===== config.mk =====
export PLATFORM = sky130hd
export DESIGN_NAME = load_store_buffer
export DESIGN_NICKNAME = d
export VERILOG_FILES = /design/src/rtl/ls_pkg.sv /design/src/rtl/lsb_fifo.sv /design/src/rtl/load_store_buffer.sv
export SDC_FILE = /design/constraint.sdc
export NUM_CORES = 1
export LEC_CHECK = 0
export CAP_MARGIN = 0
export CELL_PAD_IN_SITES_DETAIL_PLACEMENT = 0
export CELL_PAD_IN_SITES_GLOBAL_PLACEMENT = 1
export CORE_MARGIN = 3
export CORE_UTILIZATION = 40
export DETAILED_ROUTE_END_ITERATION = 6
export HOLD_SLACK_MARGIN = 0.08
export PLACE_DENSITY = 0.71
export SKIP_CTS_REPAIR_TIMING = 1
export SYNTH_ARGS = -nofsm -noshare
export SYNTH_HDL_FRONTEND = slang
export SYNTH_SLANG_ARGS = --single-unit

===== constraint.sdc =====
create_clock -name clk -period 9.05 [get_ports clk]
set_input_delay 2.2625 -clock clk [delete_from_list [all_inputs] [get_ports clk]]
set_output_delay 2.2625 -clock clk [all_outputs]
set_load 0.005 [all_outputs]

===== src/rtl/ls_pkg.sv =====
// rtl/ls_pkg.sv - shared types, op encodings and helpers for the load/store buffer
// Purpose: op codes, FSM state enum, queue entry struct, byte-count and
//          load-extension helpers. No ports.
package ls_pkg;

   localparam logic [4:0] OP_LB  = 5'h10;
   localparam logic [4:0] OP_LH  = 5'h11;
   localparam logic [4:0] OP_LW  = 5'h12;
   localparam logic [4:0] OP_LBU = 5'h13;
   localparam logic [4:0] OP_LHU = 5'h14;
   localparam logic [4:0] OP_SB  = 5'h18;
   localparam logic [4:0] OP_SH  = 5'h19;
   localparam logic [4:0] OP_SW  = 5'h1A;

   typedef enum logic [1:0] {
      IDLE        = 2'd0,
      WAIT_COMMIT = 2'd1,
      ACCESS      = 2'd2,
      DONE        = 2'd3
   } state_t;

   typedef struct packed {
      logic [31:0] addr;
      logic [4:0]  op;
      logic [2:0]  rob;
      logic [31:0] value;
   } entry_t;

   function automatic logic [2:0] byte_count(input logic [4:0] op);
      case (op)
         OP_LB, OP_LBU, OP_SB: return 3'd1;
         OP_LH, OP_LHU, OP_SH: return 3'd2;
         default:              return 3'd4;
      endcase
   endfunction

   // All store encodings have bit 3 set; no load encoding does.
   function automatic logic is_store(input logic [4:0] op);
      return op[3];
   endfunction

   function automatic logic [31:0] load_extend(input logic [4:0] op, input logic [31:0] d);
      case (op)
         OP_LB:   return {{24{d[7]}}, d[7:0]};
         OP_LH:   return {{16{d[15]}}, d[15:0]};
         OP_LBU:  return {24'h0, d[7:0]};
         OP_LHU:  return {16'h0, d[15:0]};
         OP_LW:   return d;
         default: return 32'h0;
      endcase
   endfunction

endpackage


===== src/rtl/lsb_fifo.sv =====
// rtl/lsb_fifo.sv - in-order request queue with per-entry commit flags
// Purpose: stores memory requests in program order and tracks which stores
//          the ROB has committed.
// Ports: clk, rst (async active-low); i_enq/i_enq_entry push a request;
//        i_commit_valid/i_commit_rob mark matching entries committed;
//        i_pop retires the head; o_head*/o_full describe queue state.
module lsb_fifo
   import ls_pkg::*;
#(
   parameter int DEPTH = 4,
   parameter int PTR_W = 2
) (
   input  logic       clk,
   input  logic       rst,
   input  logic       i_enq,
   input  entry_t     i_enq_entry,
   input  logic       i_commit_valid,
   input  logic [2:0] i_commit_rob,
   input  logic       i_pop,
   output logic       o_head_valid,
   output entry_t     o_head,
   output logic       o_head_committed,
   output logic       o_full
);

   entry_t             r_mem [DEPTH];
   logic [DEPTH-1:0]   r_valid;
   logic [DEPTH-1:0]   r_committed;
   logic [PTR_W-1:0]   r_head;
   logic [PTR_W-1:0]   r_tail;
   logic [PTR_W:0]     r_count;
   logic               w_enq;
   logic               w_pop;

   // A push into a completely full queue is dropped outright.
   assign w_enq = i_enq && (r_count != (PTR_W+1)'(DEPTH));
   assign w_pop = i_pop && r_valid[r_head];

   always_ff @(posedge clk or negedge rst) begin
      if (!rst) begin
         r_valid     <= '0;
         r_committed <= '0;
         r_head      <= '0;
         r_tail      <= '0;
         r_count     <= '0;
      end else begin
         if (w_enq) r_tail <= r_tail + 1'b1;
         if (w_pop) r_head <= r_head + 1'b1;
         case ({w_enq, w_pop})
            2'b10:   r_count <= r_count + 1'b1;
            2'b01:   r_count <= r_count - 1'b1;
            default: r_count <= r_count;
         endcase
         for (int i = 0; i < DEPTH; i++) begin
            if (i_commit_valid && r_valid[i] && (r_mem[i].rob == i_commit_rob))
               r_committed[i] <= 1'b1;
         end
         if (w_pop) begin
            r_valid[r_head]     <= 1'b0;
            r_committed[r_head] <= 1'b0;
         end
         // A commit arriving alongside its own enqueue must not be lost.
         if (w_enq) begin
            r_valid[r_tail]     <= 1'b1;
            r_committed[r_tail] <= i_commit_valid && (i_enq_entry.rob == i_commit_rob);
         end
      end
   end

   always_ff @(posedge clk) begin
      if (w_enq) r_mem[r_tail] <= i_enq_entry;
   end

   assign o_head_valid     = r_valid[r_head];
   assign o_head           = r_mem[r_head];
   assign o_head_committed = r_committed[r_head];
   // One spare slot absorbs the request already in flight upstream.
   assign o_full           = (r_count >= (PTR_W+1)'(DEPTH-1));

endmodule


===== src/rtl/load_store_buffer.sv =====
// rtl/load_store_buffer.sv - in-order load/store buffer over a byte-wide memory port
// Purpose: queues address-unit requests, runs them one byte per cycle against
//          memory, and reports completion with the ROB tag.
// Ports: clk, rst (async active-low); addr/op/rob_number/ls_value request in;
//        full stall out; commit_valid/commit_rob store commit in;
//        mem_din/mem_dout/mem_a/mem_wr memory port;
//        result_valid/result_rob/result_value completion out.
module load_store_buffer
   import ls_pkg::*;
#(
   parameter int DEPTH = 4,
   parameter int PTR_W = 2
) (
   input  logic        clk,
   input  logic        rst,
   input  logic [31:0] addr,
   input  logic [4:0]  op,
   input  logic [2:0]  rob_number,
   input  logic [31:0] ls_value,
   output logic        full,
   input  logic        commit_valid,
   input  logic [2:0]  commit_rob,
   input  logic [7:0]  mem_din,
   output logic [7:0]  mem_dout,
   output logic [31:0] mem_a,
   output logic        mem_wr,
   output logic        result_valid,
   output logic [2:0]  result_rob,
   output logic [31:0] result_value
);

   state_t      r_state;
   state_t      w_next;
   logic [2:0]  r_idx;
   logic [31:0] r_data;
   entry_t      w_head;
   logic        w_head_valid;
   logic        w_head_committed;
   logic        w_store;
   logic        w_pop;
   logic [2:0]  w_n;
   logic [31:0] w_byte_addr;

   lsb_fifo #(.DEPTH(DEPTH), .PTR_W(PTR_W)) u_fifo (
      .clk              (clk),
      .rst              (rst),
      .i_enq            ((rob_number != 3'd0) && op[4]),
      .i_enq_entry      ('{addr: addr, op: op, rob: rob_number, value: ls_value}),
      .i_commit_valid   (commit_valid),
      .i_commit_rob     (commit_rob),
      .i_pop            (w_pop),
      .o_head_valid     (w_head_valid),
      .o_head           (w_head),
      .o_head_committed (w_head_committed),
      .o_full           (full)
   );

   assign w_store     = is_store(w_head.op);
   assign w_n         = byte_count(w_head.op);
   assign w_byte_addr = w_head.addr + {29'h0, r_idx};

   always_ff @(posedge clk or negedge rst) begin
      if (!rst) r_state <= IDLE;
      else      r_state <= w_next;
   end

   // Memory outputs are decoded from state so reset drops mem_wr at once.
   always_comb begin
      w_next       = r_state;
      w_pop        = 1'b0;
      mem_a        = 32'h0;
      mem_dout     = 8'h0;
      mem_wr       = 1'b0;
      result_valid = 1'b0;
      result_rob   = 3'd0;
      result_value = 32'h0;
      case (r_state)
         IDLE: begin
            if (w_head_valid)
               w_next = (!w_store || w_head_committed) ? ACCESS : WAIT_COMMIT;
         end
         WAIT_COMMIT: begin
            if (w_head_committed) w_next = ACCESS;
         end
         ACCESS: begin
            if (w_store) begin
               mem_a  = w_byte_addr;
               mem_wr = 1'b1;
               case (r_idx[1:0])
                  2'd0:    mem_dout = w_head.value[7:0];
                  2'd1:    mem_dout = w_head.value[15:8];
                  2'd2:    mem_dout = w_head.value[23:16];
                  default: mem_dout = w_head.value[31:24];
               endcase
               if (r_idx == w_n - 3'd1) w_next = DONE;
            end else begin
               // Loads spend one extra cycle collecting the final byte.
               if (r_idx < w_n) mem_a = w_byte_addr;
               if (r_idx == w_n) w_next = DONE;
            end
         end
         DONE: begin
            result_valid = 1'b1;
            result_rob   = w_head.rob;
            result_value = w_store ? 32'h0 : load_extend(w_head.op, r_data);
            w_pop        = 1'b1;
            w_next       = IDLE;
         end
         default: w_next = IDLE;
      endcase
   end

   // Read data arrives one cycle after its address, so byte idx-1 lands at idx.
   always_ff @(posedge clk or negedge rst) begin
      if (!rst) begin
         r_idx  <= 3'd0;
         r_data <= 32'h0;
      end else if (r_state == ACCESS) begin
         r_idx <= r_idx + 3'd1;
         if (!w_store) begin
            case (r_idx)
               3'd1:    r_data[7:0]   <= mem_din;
               3'd2:    r_data[15:8]  <= mem_din;
               3'd3:    r_data[23:16] <= mem_din;
               3'd4:    r_data[31:24] <= mem_din;
               default: r_data        <= r_data;
            endcase
         end
      end else begin
         r_idx <= 3'd0;
      end
   end

endmodule

[Word level (Yosys, flattened, before mapping)]
Memories as Yosys holds them, arrays and structs flattened.
Cells that the tools add are included.
Cells by class
  reduce and logical (&&, ||, !) cells: 27
  muxes and demuxes: 42
  order comparisons: 6
  bitwise logic cells: 5
  equal/unequal tests: 30
  add/subtract/negate cells: 7
Operators by type and width (count)
  two-way mux 32 bit: 5
  one-hot mux 32 bit (5 select lines): 1
  == test 5 bit, second input constant: 7
  adder 32 x 3 -> 32 bit: 1
  one-hot mux 8 bit (3 select lines): 1
  == test 3 bit: 7
  two-way mux 4 bit: 4
  two-way mux 8 bit: 2
  logical AND 1 bit: 14
  two-way mux 1 bit: 13
  two-way mux 2 bit: 6
  one-hot mux 3 bit (2 select lines): 2
  AND reduction 3 bit: 4
  inequality test 3 bit, second input constant: 3
  AND 4 bit: 2
  == test 2 bit, second input constant: 4
  one-hot mux 2 bit (4 select lines): 1
  adder 3 x 1 -> 3 bit, second input constant: 2
  == test 2 x 1 -> 1 bit, second input constant: 3
  == test 3 x 2 -> 1 bit, second input constant: 2
  less-than comparator 2 x 3 -> 1 bit, second input constant: 2
  two-way mux 3 bit: 2
  OR reduction 3 bit: 2
  subtractor 3 x 1 -> 3 bit, second input constant: 2
  20 further kinds: 25
Storage, ports and cells
  bits in writable memories: 288
  output and inout port bits: 78
  word-level logic and storage cells: 129
  register bits after elaboration: 52
  memories: 1
  input bits: 86
Memories
  u_fifo.r_mem: words 4, bits a word 72, rd ports 5, clocked after memory_dff 0, wr ports 1, line lsb_fifo.sv:26  | entry_t r_mem [DEPTH];

[Logic depth before layout (Yosys ltp)]
  depth in word-level cells: 9
  depth in mapped cells: 15

[Cells and area by module]
From an unflattened synthesis, not the netlist that was laid out.
Second synthesis, totals
  cell total of the unflattened synthesis: 862
  area total of the unflattened synthesis: 14601.5 sq um
Modules (own cells, without submodules)
  lsb_fifo: area each 11390.9 sq um, times used 1, seq. area each 9023.7 sq um, cells each 478
  load_store_buffer: area each 3210.6 sq um, times used 1, seq. area each 925.9 sq um, cells each 384

[Worst setup path after synthesis]
Ideal clock, no wire load.
  path type: register to output
  from: reg u_fifo.r_head[0]
  to: out mem_a[25]
  arrival: 3.979 ns
  slack: 2.809 ns
  cell stages (with the launch flop): 14
  cell sequence: dfrtp_1 -> buf_6 -> buf_6 -> buf_4 -> buf_2 -> buf_2 -> mux4_2 -> ha_1 -> a21o_1 -> a21oi_1 -> or4b_4 -> buf_6 -> or4_1 -> a21oi_1
Between the ends
  longest elaborated chain between the ends: 8
RTL lines
  start: declaration: line lsb_fifo.sv:29  | logic [PTR_W-1:0] r_head;
  start signal: assignment: line lsb_fifo.sv:48  | if (w_pop) r_head <= r_head + 1'b1;
  memory read (4 x 72 bit) *
  == test 5 bit: line ls_pkg.sv:30  | case (op)
  OR reduction 3 bit: line ls_pkg.sv:30
  one-hot mux 3 bit (2 select lines): line ls_pkg.sv:30
  less-than comparator 3 bit: line load_store_buffer.sv:98  | if (r_idx < w_n) mem_a = w_byte_addr;
  two-way mux 32 bit: line load_store_buffer.sv:98
  two-way mux 32 bit *: line load_store_buffer.sv:86  | if (w_store) begin
  two-way mux 32 bit *: line load_store_buffer.sv:77  | case (r_state)
  end: declaration: line load_store_buffer.sv:25  | output logic [31:0] mem_a,
Mark *: on every way between the ends. The rest lies on a longest branch, timed or not.

[Worst setup path after layout]
  from: reg u_fifo.r_head[0]
  to: out mem_a[11]
Same word-level chain as after synthesis.

==> summary.txt <==
Yosys
  – Commonest register cell after synthesis: edfxtp_1
  – EDFF count, synth: between 200 and 300
  – Seq/Total Area, Yosys: 0.678
  – Syn. warnings: 0
  – Area leader, netlist: edfxtp_1
  – Post-synth top area share: 0.589
  – Post-synthesis async set-or-reset flop share: 0.153
  – Top cells by area, synth: edfxtp_1 (59%), mux4_2 (9.8%), dfrtp_1 (8.9%), mux2_2 (2.6%), ha_1 (2.1%)
  – Mapped Nets: around 1000
  – Average cell area after synthesis: around 17 µm²
  – Post-Syn Instances: 879
  – Synth Cell Area: roughly 15000 µm²
  – Flop and latch count out of synthesis: 340
  – Synth unique cells: between 40 and 50

Placement
  – HPWL reported at the end of detailed placement: around 21000 µm
  – Buffers on Ports: roughly 160
  – DP Cell Count: around 1.5k
  – RD Place Congestion: just under 0.8

Power and ir drop
  – Pwr dens: around 310 nW/µm²
  – Maximum vdd ir drop: ~0.00016 V
  – Pleak: about 0.0060 µW

Global route
  – GRT Total Usage: 0.167
  – Vias in the first global route: roughly 8.5k
  – Initial antenna violation count: 4
  – First-pass GRT wire length: around 50000 µm
  – Largest net degree at the start of global routing: 60
  – Global route overflow: 0

STA
  – Worst-margin pin slew: 0.991 ns
  – Tcrit/Tclk final: 0.872
  – RSZ-0062 raised after global routing: false
  – # setup viols final: 0
  – Final Skew: 0.0119 ns
  – Min cycle time layout: ~8 ns
  – Worst slew margin: 0.339
  – Max-slew violation count: 0
  – TNS Setup: 0 ns
  – Final hold vios: 0
  – Fmax: 127 MHz

Die
  – Core Region: around 36000 µm²
  – Num rows: ~70
  – Initial core utilization: 0.410
  – Die width: 198 µm
  – Die height: between 150 and 200 µm
  – Die Area: between 30000 and 40000 µm²
  – Io pins: ~160

Clocking
  – CTS clock-pin slew for the worst setup and hold paths: around 0.060 ns
  – Clock buffer depth: 3
  – Clock Sinks: 340
  – Clock latency on the worst-skew pair: 0.52 ns
  – H-tree levels: 2
  – Cts bufs inserted: 37
  – CTS Root Cell: clkbuf_16
  – CTS tree: built

Layout
  – NumNets Final: 1156
  – Layout cell share with drive strength beyond 1: 0.152
  – Post-Layout Cell Count: between 1.5k and 2k
  – Synthesis-to-finish area growth: 21.5%
  – Fillers: 3018

Status
  – Status: completed

Critical path
  – Crit path capture type: primary output
  – Worst-path fanout max: 38
  – Required time worst endpoint: roughly 6.8 ns
  – Startpoint Class: register
  – Critical Path AT: 5.63 ns
  – CP Class: register to primary output

Drt
  – Iteration-0 DRC Markers: approximately 430
  – Avg WL per Cell: between 20 and 25 µm
  – DR vias/cell: roughly 5.4
  – Via Count: 8231
  – Residual DRC: 0
  – DRT Pass-1 Iters: 5
  – Final wirelength: ~33000 µm
  – ANT nets after route: 0

Job
  – Max-cap viol count: 0

Hold path
  – Worst hold path class: register to register
## cell families (layout without fill, tap and decap cells)
family,Yosys count,count (layout),share of synthesized area
simple gates,191,191,0.0702
other cells,0,1,0
fa+ha+maj,27,27,0.0240
mux,114,114,0.146
xor+xnor,33,33,0.0197
compound gates,103,103,0.0406
buf+inv,71,261,0.0212
flops,340,340,0.678
## synth_stat cells, drive strengths merged (4+ instances only)
library cell / count
nand4: 17
o31ai: 9
a22oi: 8
clkbuf: 28
or4: 8
nor2: 22
a21oi: 58
and3: 10
inv: 26
o211ai: 4
dfrtp: 52
o21ai: 15
or3: 6
xor2: 16
nand3: 13
mux2: 34
buf: 17
and2: 17
mux4: 74
ha: 25
edfxtp: 288
mux2i: 6
nand2: 57
nor3: 8
nand3b: 7
xnor2: 17
nor2b: 11
## registers in the layout (all words and copies together), names as in the netlist
name                cells
u_fifo.r_mem          288
u_fifo.r_valid          4
u_fifo.r_tail           2
r_state                 2
r_data                 32
u_fifo.r_committed      4
u_fifo.r_count          3
u_fifo.r_head           2
r_idx                   3
## power by group
group,internal (µW),leakage (µW),switching (µW),total [µW]
combinational,902,0.00222,978,1880
clock,767,0.000521,584,1350
sequential,2060,0.00329,191,2250
## per-layer routing
metal | track usage | vias to the layer above | routed length, µm
li1 | - | 3794 | -
met1 | 0.227 | 4181 | 14700
met2 | 0.277 | 201 | 15700
met3 | 0.0351 | 49 | 1700
met4 | 0.0422 | 6 | 663
met5 | 0 | - | 34
## per-stage QoR
step / instance area [µm²] / worst slack [ns] / hold slack (ns) / util / power (µW)
2_1_floorplan: 14700 / 2.81 / 0.460 / - / 3470
3_3_place_gp: 16700 / 1.74 / 0.482 / 0.467 / 4180
3_5_place_dp: 16700 / 1.57 / 0.488 / 0.467 / 4200
4_1_cts: 17800 / 1.01 / 0.500 / 0.498 / 5560
5_1_grt: 17800 / 0.662 / 0.512 / 0.498 / 5800
6_report: 17800 / 1.16 / 0.495 / 0.498 / 5480
## critical path: stages (launching register included)
cell and delay (ns):
dfrtp_4 0.93, mux4_2 0.73, or2_2 0.35, o21ai_0 0.09, nand3b_1 0.13, ha_1 0.21, nor2_1 0.13, ha_1 0.16
nor2b_1 0.04, o21a_1 0.16, o21bai_1 0.51, nand2_1 0.75, a21oi_1 0.36, clkdlybuf4s50_1 0.55
## area by class of cell
class                   instances  area (µm²)  area share
diodes                          1        2.50    0.000140
clock buffers                  50         985      0.0552
clock inverters                15        98.8     0.00554
inverters                      26         103     0.00575
multi-input cells             468        4430       0.248
flip-flops and latches        340        9960       0.558
well taps                     461         577      0.0323
repair buffers                170        1680      0.0942
## cells in the final DEF, fill, tap and decap left out, drive strengths merged, types with 23 or more instances in the layout
master and instances:
edfxtp 288, clkdlybuf4s50 162, mux4 74, a21oi 58, nand2 57, dfrtp 52, clkbuf 50, mux2 34
ha 25, inv 23
## worst paths after layout
kind	start	endpoint	slack (ns)	depth (start not counted)
max in group asynchronous	rst	u_fifo.r_head[1]$_DFFE_PN0P_	6.64	2
setup / recovery	u_fifo.r_head[0]$_DFFE_PN0P_	mem_a[11]	1.16	13
min in group asynchronous	rst	r_data[31]$_DFFE_PN0P_	1.87	2
hold / removal	r_data[3]$_DFFE_PN0P_	r_data[3]$_DFFE_PN0P_	0.50	1
setup reg to reg	u_fifo.r_head[0]$_DFFE_PN0P_	r_state[0]$_DFFE_PN0P_	5.08	11
hold reg to reg	r_data[3]$_DFFE_PN0P_	r_data[3]$_DFFE_PN0P_	0.50	1
(Power assumes the default switching activity.)
